**src/rtl/mix_columns_iter_if.sv**
```systemverilog
// Handshake and data bundle for mix_columns_iter: input state offer, result drain and busy status.
interface mix_columns_iter_if;
  logic         in_valid;
  logic         in_ready;
  logic [127:0] in_state;
  logic         inv_mode;
  logic         out_valid;
  logic         out_ready;
  logic [127:0] out_state;
  logic         busy;

  modport master (
    output in_valid, in_state, inv_mode, out_ready,
    input  in_ready, out_valid, out_state, busy
  );

  modport slave (
    input  in_valid, in_state, inv_mode, out_ready,
    output in_ready, out_valid, out_state, busy
  );
endinterface

```
**src/rtl/mix_columns_iter.sv**
```systemverilog
// Iterative AES (Inv)MixColumns: COLS_PER_CYCLE columns per compute cycle, in place in a working register.
// Optional inverse datapath enabled by defining MIXCOL_INV_EN.
module mix_columns_iter #(
  parameter int COLS_PER_CYCLE = 1,
  parameter int STATE_W        = 128
) (
  input logic clk,
  input logic rst_n,
  mix_columns_iter_if.slave bus
);

  if (STATE_W != 128) begin : g_bad_state_w
    $error("mix_columns_iter: STATE_W must be 128");
  end
  if (!(COLS_PER_CYCLE == 1 || COLS_PER_CYCLE == 2 || COLS_PER_CYCLE == 4)) begin : g_bad_cols
    $error("mix_columns_iter: COLS_PER_CYCLE must be 1, 2 or 4");
  end

  localparam int         NGROUPS  = 4 / COLS_PER_CYCLE;
  localparam logic [1:0] LAST_GRP = 2'(NGROUPS - 1);

  typedef enum logic [1:0] {IDLE, COMPUTE, DONE} state_e;

  state_e       state_q, state_d;
  logic [1:0]   cnt_q, cnt_d;
  logic [127:0] work_q, work_d;
  logic [127:0] out_q, out_d;
  logic         started_q;
  logic [127:0] mixed;
  logic [1:0]   colIdx [COLS_PER_CYCLE];

  function automatic logic [7:0] xtime(input logic [7:0] b);
    return {b[6:0], 1'b0} ^ (b[7] ? 8'h1b : 8'h00);
  endfunction

  // 2a0+3a1+a2+a3 rewritten as xtime(a0^a1)^a1^a2^a3 so each row needs one xtime.
  function automatic logic [31:0] mixFwd(input logic [31:0] c);
    logic [7:0] a0, a1, a2, a3, t;
    {a0, a1, a2, a3} = c;
    t = a0 ^ a1 ^ a2 ^ a3;
    return {xtime(a0 ^ a1) ^ t ^ a0, xtime(a1 ^ a2) ^ t ^ a1,
            xtime(a2 ^ a3) ^ t ^ a2, xtime(a3 ^ a0) ^ t ^ a3};
  endfunction

`ifdef MIXCOL_INV_EN
  // Inverse matrix factors as forward * circ{05,00,04,00}, so pre-mix then reuse mixFwd.
  function automatic logic [31:0] mixInv(input logic [31:0] c);
    logic [7:0] a0, a1, a2, a3, u, v;
    {a0, a1, a2, a3} = c;
    u = xtime(xtime(a0 ^ a2));
    v = xtime(xtime(a1 ^ a3));
    return mixFwd({a0 ^ u, a1 ^ v, a2 ^ u, a3 ^ v});
  endfunction

  logic inv_q, inv_d;
`else
  logic unusedInv;
  assign unusedInv = bus.inv_mode;
`endif

  for (genvar k = 0; k < COLS_PER_CYCLE; k++) begin : g_col_idx
    assign colIdx[k] = 2'(int'(cnt_q) * COLS_PER_CYCLE + k);
  end

  // Column c lives at bits [32*(3-c) +: 32]; 3-c of a 2-bit index is just its complement.
  always_comb begin
    mixed = work_q;
    for (int k = 0; k < COLS_PER_CYCLE; k++) begin
`ifdef MIXCOL_INV_EN
      mixed[{~colIdx[k], 5'b0} +: 32] = inv_q ? mixInv(work_q[{~colIdx[k], 5'b0} +: 32])
                                              : mixFwd(work_q[{~colIdx[k], 5'b0} +: 32]);
`else
      mixed[{~colIdx[k], 5'b0} +: 32] = mixFwd(work_q[{~colIdx[k], 5'b0} +: 32]);
`endif
    end
  end

  always_comb begin
    state_d = state_q;
    cnt_d   = cnt_q;
    work_d  = work_q;
    out_d   = out_q;
`ifdef MIXCOL_INV_EN
    inv_d   = inv_q;
`endif
    case (state_q)
      IDLE: begin
        if (bus.in_valid && started_q) begin
          work_d  = bus.in_state;
`ifdef MIXCOL_INV_EN
          inv_d   = bus.inv_mode;
`endif
          cnt_d   = 2'd0;
          state_d = COMPUTE;
        end
      end
      COMPUTE: begin
        work_d = mixed;
        cnt_d  = cnt_q + 2'd1;
        if (cnt_q == LAST_GRP) begin
          out_d   = mixed;
          state_d = DONE;
        end
      end
      DONE: begin
        if (bus.out_ready) state_d = IDLE;
      end
      default: state_d = IDLE;
    endcase
  end

  // started_q keeps in_ready low until the first edge after reset release.
  always_ff @(posedge clk or negedge rst_n) begin
    if (!rst_n) begin
      state_q   <= IDLE;
      cnt_q     <= 2'd0;
      work_q    <= '0;
      out_q     <= '0;
      started_q <= 1'b0;
`ifdef MIXCOL_INV_EN
      inv_q     <= 1'b0;
`endif
    end else begin
      state_q   <= state_d;
      cnt_q     <= cnt_d;
      work_q    <= work_d;
      out_q     <= out_d;
      started_q <= 1'b1;
`ifdef MIXCOL_INV_EN
      inv_q     <= inv_d;
`endif
    end
  end

  assign bus.in_ready  = (state_q == IDLE) && started_q;
  assign bus.out_valid = (state_q == DONE);
  assign bus.busy      = (state_q == COMPUTE);
  assign bus.out_state = out_q;

endmodule

```
**src/flat_wrapper.sv**
```systemverilog
// flat-port wrapper written by rule: the top's interface ports become plain ports
module mix_columns_iter_flat 
#(
  parameter int COLS_PER_CYCLE = 1,
  parameter int STATE_W        = 128
)
  (clk, rst_n, bus_in_valid, bus_in_state, bus_inv_mode, bus_out_ready, bus_in_ready, bus_out_valid, bus_out_state, bus_busy);
  mix_columns_iter_if bus_i ();
  input logic clk;
  input logic rst_n;
  input wire logic [$bits(bus_i.in_valid)-1:0] bus_in_valid;
  input wire logic [$bits(bus_i.in_state)-1:0] bus_in_state;
  input wire logic [$bits(bus_i.inv_mode)-1:0] bus_inv_mode;
  input wire logic [$bits(bus_i.out_ready)-1:0] bus_out_ready;
  output wire logic [$bits(bus_i.in_ready)-1:0] bus_in_ready;
  output wire logic [$bits(bus_i.out_valid)-1:0] bus_out_valid;
  output wire logic [$bits(bus_i.out_state)-1:0] bus_out_state;
  output wire logic [$bits(bus_i.busy)-1:0] bus_busy;
  assign bus_i.in_valid = bus_in_valid;
  assign bus_i.in_state = bus_in_state;
  assign bus_i.inv_mode = bus_inv_mode;
  assign bus_i.out_ready = bus_out_ready;
  assign bus_in_ready = bus_i.in_ready;
  assign bus_out_valid = bus_i.out_valid;
  assign bus_out_state = bus_i.out_state;
  assign bus_busy = bus_i.busy;
  mix_columns_iter #(.COLS_PER_CYCLE(COLS_PER_CYCLE), .STATE_W(STATE_W)) u_core (.clk(clk), .rst_n(rst_n), .bus(bus_i));
endmodule
```
**config.mk**
```make
export PLATFORM = sky130hd
export DESIGN_NAME = mix_columns_iter_flat
export DESIGN_NICKNAME = d
export VERILOG_FILES = /design/src/rtl/mix_columns_iter_if.sv /design/src/rtl/mix_columns_iter.sv /design/src/flat_wrapper.sv
export SDC_FILE = /design/constraint.sdc
export NUM_CORES = 1
export LEC_CHECK = 0
export ABC_CLOCK_PERIOD_IN_PS = 2600
export BUFFER_PORTS_ARGS = -buffer_cell sky130_fd_sc_hd__buf_2
export CORE_MARGIN = 5
export CORE_UTILIZATION = 55
export DETAILED_ROUTE_END_ITERATION = 16
export PLACE_DENSITY = 0.8
export SYNTH_ARGS = -nofsm -noshare
export SYNTH_HDL_FRONTEND = slang
export SYNTH_SLANG_ARGS = --single-unit
```
**constraint.sdc**
```tcl
create_clock -name clk -period 2.6 [get_ports clk]
set_input_delay 0.39 -clock clk [delete_from_list [all_inputs] [get_ports clk]]
set_output_delay 0.39 -clock clk [all_outputs]
set_load 0.02 [all_outputs]
```
==> impl_metrics.ini, run 1 <==
[grt]
grt_pass1_wl_um = 60800
grt_antenna_before_repair = 3
grt_max_degree = 258
grt_pass1_vias = 10600
track_usage = 0.294
grt_overflow = 0

[yosys]
syn_inst = 1137
yosysWarningCount = 0
synth_area_sq_um = 12900
yosys_most_used_dff = dfrtp_1
ys_ff_latch = 261
synth_top_cell_area_share = 0.506
syn_nets = 1275
synth_common_cells = 261 x dfrtp_1, 176 x o21ai_0, 139 x nand2_1
synthTopCellsByArea = dfrtp_1 51%, a22oi_1 7.4%, o21ai_0 6.8%, nand2b_1 6.3%, xnor3_1 6.3%
synth_largest_area_cell = dfrtp_1
synth_edf_count = 0
yosysUniqueCellTypes = 39
syn_area_per_cell_sq_um = 11.4
seq_area_frac_synth = 0.506
post-synth-top-count-cell = dfrtp_1
async_flop_share = 1.00

[layout]
drive_gt1_frac = 0.297
utilization = 0.676
nFillCells = 1790
final_nets = 1521
synthToLayoutAreaGrowth_pct = 22.1

[sta]
max_freq_mhz = 394
finalMaxSlewViolations = 0
hold_violations = 0
post-route-period-util = 0.977
setup_violations = 0
tightest_slew_ps = 1310
relSlewSlack = 0.126
skew_ps = 14.2
period_minus_slack_ps = 2540

[clocking]
clockRootBuffer = clkbuf_16
post_cts_buffers = 0
cts_tree = done
cts_sinks = 261
cts_buffers = 28
cts_max_level = 1
clk_pin_slew_ps = 60
clk_latency_ps = 540
cts_buffer_depth = 3

[floorplan]
rows = 56
core_area_sq_um = 23300
start_util = 0.554
io_pins = 264
dieArea_sq_um = 26700
fp.dieW_um = 163
die_h_um = 163

[route]
via_per_inst = 6.09
drcViolationCount = 0
routed_wl_um = 39500
routedWlPerCell_um = 22.9
drtPass1Iterations = 6
drt_first_iter_violations = 1207
vias = 10500
detail-route-antenna-nets = 0

[critical_path]
start_kind = flop
endpoint_kind = flop
reg2regPathDepth = 5
crit_slowest_cell = mux4_1
path_cells = buf_12 -> mux4_1 -> xor2_1 -> xnor3_1 -> o221ai_1
worst-path-max-fanout = 17
slowest_delay_ps = 730
cpLargestDelayFamily = XOR/XNOR gates
arrival_ps = 2960
required_ps = 3020
r2r_slack_ps = 60
reg2reg_from = u_core.cnt_q[0]
timing.rr.end = u_core.bus.out_state[4]
worst-path-buf-inv = 1
path_class = flop to flop

[placed_design]
dp_hpwl_um = 26900
place.gp.congestion = 0.910
portBuffers = 262

[hold_path]
hold_path_end = u_core.state_q[1]
min_from = bus_out_ready
hold_depth = 2
hold_path_class = input port to flop

[run]
max_cap_viol_count = 0

[run_status]
outcome = finished clean
[layout by cell type (no fill, tap or decap), drive strengths merged]
cell         instances
a21boi               1
a21o                 4
a21oi                1
a22oi              127
a32oi                1
buf                308
bufinv               4
clkbuf              36
clkinv              10
clkinvlp             1
conb                 1
dfrtp              261
diode                1
dlygate4sd3          1
ha                   5
inv                  5
mux4                32
nand2              139
nand2b             130
nand3b               1
nand4                2
nor2                 1
nor3                 1
nor3b                1
nor4b                1
o21ai              227
o221ai              32
or2                  1
or3                  1
xnor2               12
xnor3               37
xor2                14
xor3                 7
[worst max-delay path by stage]
stage / start / endpoint / slack [ps] / cells past startpoint
after floorplan: u_core.cnt_q[0] / u_core.bus.out_state[1] / 260 / 5
after global placement: u_core.cnt_q[0] / u_core.bus.out_state[6] / 90 / 5
after detailed placement: u_core.cnt_q[0] / u_core.bus.out_state[6] / 10 / 5
after CTS: u_core.cnt_q[0] / u_core.work_q[66] / 9 / 5
after global routing: u_core.cnt_q[0] / u_core.work_q[98] / -3 / 5
final: u_core.cnt_q[0] / u_core.bus.out_state[4] / 60 / 5
[layer usage]
metal	routed length (um)	vias up	GRT usage
met5	14	-	0
met4	1370	4	0.0945
met3	3650	109	0.0527
met1	15500	5152	0.414
met2	19000	626	0.471
li1	-	4612	-
[registers in the layout, summed over array words and instances (netlist names)]
register,count
u_core.bus.out_state,128
u_core.cnt_q,2
u_core.started_q,1
u_core.state_q,2
u_core.work_q,128
[stage by stage]
| step | hold slack [ps] | TNS (ps) | setup slack [ps] | std cells | cell area, sq um |
|---|---|---|---|---|---|
| after floorplan | 94.4 | 0 | 259 | 1137 | 12900 |
| after global placement | 441 | 0 | 92.9 | 1671 | 14700 |
| after detailed placement | 456 | 0 | 10.2 | 1671 | 14700 |
| after CTS | 32.2 | 0 | 8.97 | 1724 | 15800 |
| after global routing | 41.0 | -4.38 | -2.82 | 1725 | 15800 |
| final | 38.5 | 0 | 60.8 | 1725 | 15800 |
[what timing repair did]
action	CTS	global route
hold endpoints to repair	76	0
endpoints found under the setup margin	1	24
gates cloned	0	0
hold buffers	1	0
resized for setup	1	7
[area by class of cell]
type	instances	area, sq um	share of cell area
multi-input combinational	779	6020	0.382
inverter	4	15.0	0.000951
tap	319	399	0.0253
timing repair buffer	309	1800	0.114
clock buffer	36	812	0.0515
clock inverter	16	194	0.0123
sequential	261	6530	0.414
antenna	1	2.50	0.000159
[worst reg2reg max path, delay by kind of cell, from the launching register on]
| family | cells | cell delay [ps] |
|---|---|---|
| compound gates | 1 | 210 |
| xor+xnor | 2 | 870 |
| buf+inv | 1 | 200 |
| flops | 1 | 410 |
| mux | 1 | 740 |
[kinds of logic after synthesis]
| group | count (synthesis) | synth area share |
|---|---|---|
| flip-flops | 261 | 0.506 |
| AND/OR/NAND/NOR | 278 | 0.108 |
| multiplexers | 32 | 0.0569 |
| XOR/XNOR | 70 | 0.104 |
| other | 1 | 0.000290 |
| AO/OA/AOI/OAI | 393 | 0.189 |
| adder cells (fa/ha/maj) | 5 | 0.00484 |
| buffers and inverters | 97 | 0.0313 |
Power of run 1 is left out: the tool's default activity adds up to more than one toggle a clock period on the data nets, which glitch-free logic cannot reach.
==> run 2: changes to the inputs <==
--- a/config.mk
+++ b/config.mk
@@ -5,12 +5,12 @@
 export SDC_FILE = /design/constraint.sdc
 export NUM_CORES = 1
 export LEC_CHECK = 0
-export ABC_CLOCK_PERIOD_IN_PS = 2600
+export ABC_CLOCK_PERIOD_IN_PS = 2050
 export BUFFER_PORTS_ARGS = -buffer_cell sky130_fd_sc_hd__buf_2
 export CORE_MARGIN = 5
-export CORE_UTILIZATION = 55
+export CORE_UTILIZATION = 50
 export DETAILED_ROUTE_END_ITERATION = 16
-export PLACE_DENSITY = 0.8
+export PLACE_DENSITY = 0.77
 export SYNTH_ARGS = -nofsm -noshare
 export SYNTH_HDL_FRONTEND = slang
 export SYNTH_SLANG_ARGS = --single-unit
==> constraint.sdc (replaced) <==
create_clock -name clk -period 2.05 [get_ports clk]
set_input_delay 0.3075 -clock clk [delete_from_list [all_inputs] [get_ports clk]]
set_output_delay 0.3075 -clock clk [all_outputs]
set_load 0.02 [all_outputs]
==> impl_metrics.ini, run 2 (same netlist as run 1, synthesis figures left out) <==
[floorplan]
dieArea_sq_um = 29200
rows = 58
core_area_sq_um = 25300
start_util = 0.510
fp.dieW_um = 171
io_pins = 264
die_h_um = 171

[critical_path]
endpoint_kind = flop
arrival_ps = 2920
slowest_delay_ps = 590
start_kind = flop
crit_slowest_cell = mux4_2
path_cells = buf_12 -> mux4_2 -> buf_6 -> xnor3_1 -> xnor3_2 -> o221ai_2
worst-path-max-fanout = 7
required_ps = 2500
path_class = flop to flop

[grt]
grt_pass1_vias = 11300
grt_max_degree = 87
grt_pass1_wl_um = 64700
grt_antenna_before_repair = 0
track_usage = 0.287
grt_overflow = 0

[route]
drcViolationCount = 0
routedWlPerCell_um = 23.4
drt_first_iter_violations = 1234
vias = 11500
via_per_inst = 6.07
routed_wl_um = 44400
detail-route-antenna-nets = 0
drtPass1Iterations = 6

[layout]
final_cell_mix = 261 x buf_2, 259 x dfrtp_1, 163 x buf_4, 137 x nand2_1, 130 x nand2b_1
multi_input_area_sq_um = 6550
antenna_cells = 0
fin_cells = 1894
nFillCells = 1741
synthToLayoutAreaGrowth_pct = 37.1
drive_gt1_frac = 0.434
final_nets = 1689
fin_area_sq_um = 17700
layout_commonest_cell = buf_2
regArea_sq_um = 6530

[sta]
period_minus_slack_ps = 2470
rsz0062_at_grt = yes
max_freq_mhz = 405
tightest_slew_ps = 666
relSlewSlack = 0.556
setup_violations = 168
post-route-period-util = 1.20
worst_slack_ps = -419
hold_violations = 0
finalMaxSlewViolations = 0
skew_ps = 12.0

[clocking]
clk_pin_slew_ps = 70
cts_buffers = 27
clockRootBuffer = clkbuf_16
clk_latency_ps = 540
cts_max_level = 1
cts_tree = done
cts_sinks = 261
cts_buffer_depth = 3

[run_status]
outcome = finished with violations
violations = negative setup slack

[placed_design]
place.gp.congestion = 0.944
dp_cells = 1810
portBuffers = 262
dp_hpwl_um = 30500
place_area_sq_um = 15900
post-place-ws_ps = -430

[run]
max_cap_viol_count = 0

[hold_path]
hold_path_class = input port to flop
-- run 2: changes by cell type in the layout (fill, tap and decap cells not counted), moves of 7 or more --
cell,change
buf_4,+127
o21ai_0,-80
o21ai_2,+55
buf_6,+25
o21ai_1,+25
xnor3_1,-22
xnor3_2,+22
o221ai_1,-15
o221ai_2,+15
buf_12,+10
clkbuf_1,+8
xor2_1,-7
xor2_4,+7
-- run 2: worst paths after layout --
path	startpoint	end	slack, ps	depth (start not counted)
max in group asynchronous	rst_n	u_core.work_q[72]	970	3
worst min register to register	u_core.bus.out_state[56]	u_core.bus.out_state[56]	470	2
worst max register to register	u_core.cnt_q[0]	u_core.bus.out_state[4]	-420	6
min in group asynchronous	rst_n	u_core.bus.out_state[62]	350	2
worst min-delay path	bus_in_state[115]	u_core.work_q[115]	20	3
worst max-delay path	u_core.cnt_q[0]	u_core.bus.out_state[4]	-420	6
-- run 2: layer usage --
metal / up-vias / GRT usage / wire [um]
li1: 4946 / - / -
met1: 5685 / 0.389 / 17000
met2: 740 / 0.473 / 21200
met3: 118 / 0.0559 / 4500
met4: 0 / 0.0931 / 1650
met5: - / 0 / 0
-- run 2: critical path, delay by kind of cell, from the launching register on --
| family | cells | cell delay, ps |
|---|---|---|
| mux | 1 | 590 |
| buf+inv | 2 | 310 |
| compound gates | 1 | 210 |
| flops | 1 | 470 |
| xor+xnor | 2 | 800 |
-- run 2: area by class of cell --
| class | count | area share |
|---|---|---|
| clock buffer | 37 | 0.0408 |
| clock inverter | 5 | 0.00424 |
| inverter | 4 | 0.000847 |
| multi-input combinational | 779 | 0.370 |
| sequential | 261 | 0.369 |
| tap | 330 | 0.0233 |
| timing repair buffer | 478 | 0.192 |
-- run 2: what timing repair did --
item | CTS | global route
pin swaps | 32 | 12
hold buffers | 2 | 0
endpoints found under the hold margin | 66 | 0
cloned | 1 | 4
endpoints found under the setup margin | 165 | 210
resized for setup | 96 | 66
buffers inserted | 20 | 16
-- run 2: stage by stage --
stage | hold WS [ps] | utilization | setup TNS, ps
finish | 21.1 | 0.700 | -47370
global route | 16.3 | 0.700 | -61810
CTS | 6.65 | 0.680 | -42140
detailed placement | 334 | 0.629 | -43000
global placement | 333 | 0.629 | -41250
floorplan | 11.9 | - | -18420
Power of run 2 is left out for the same reason.
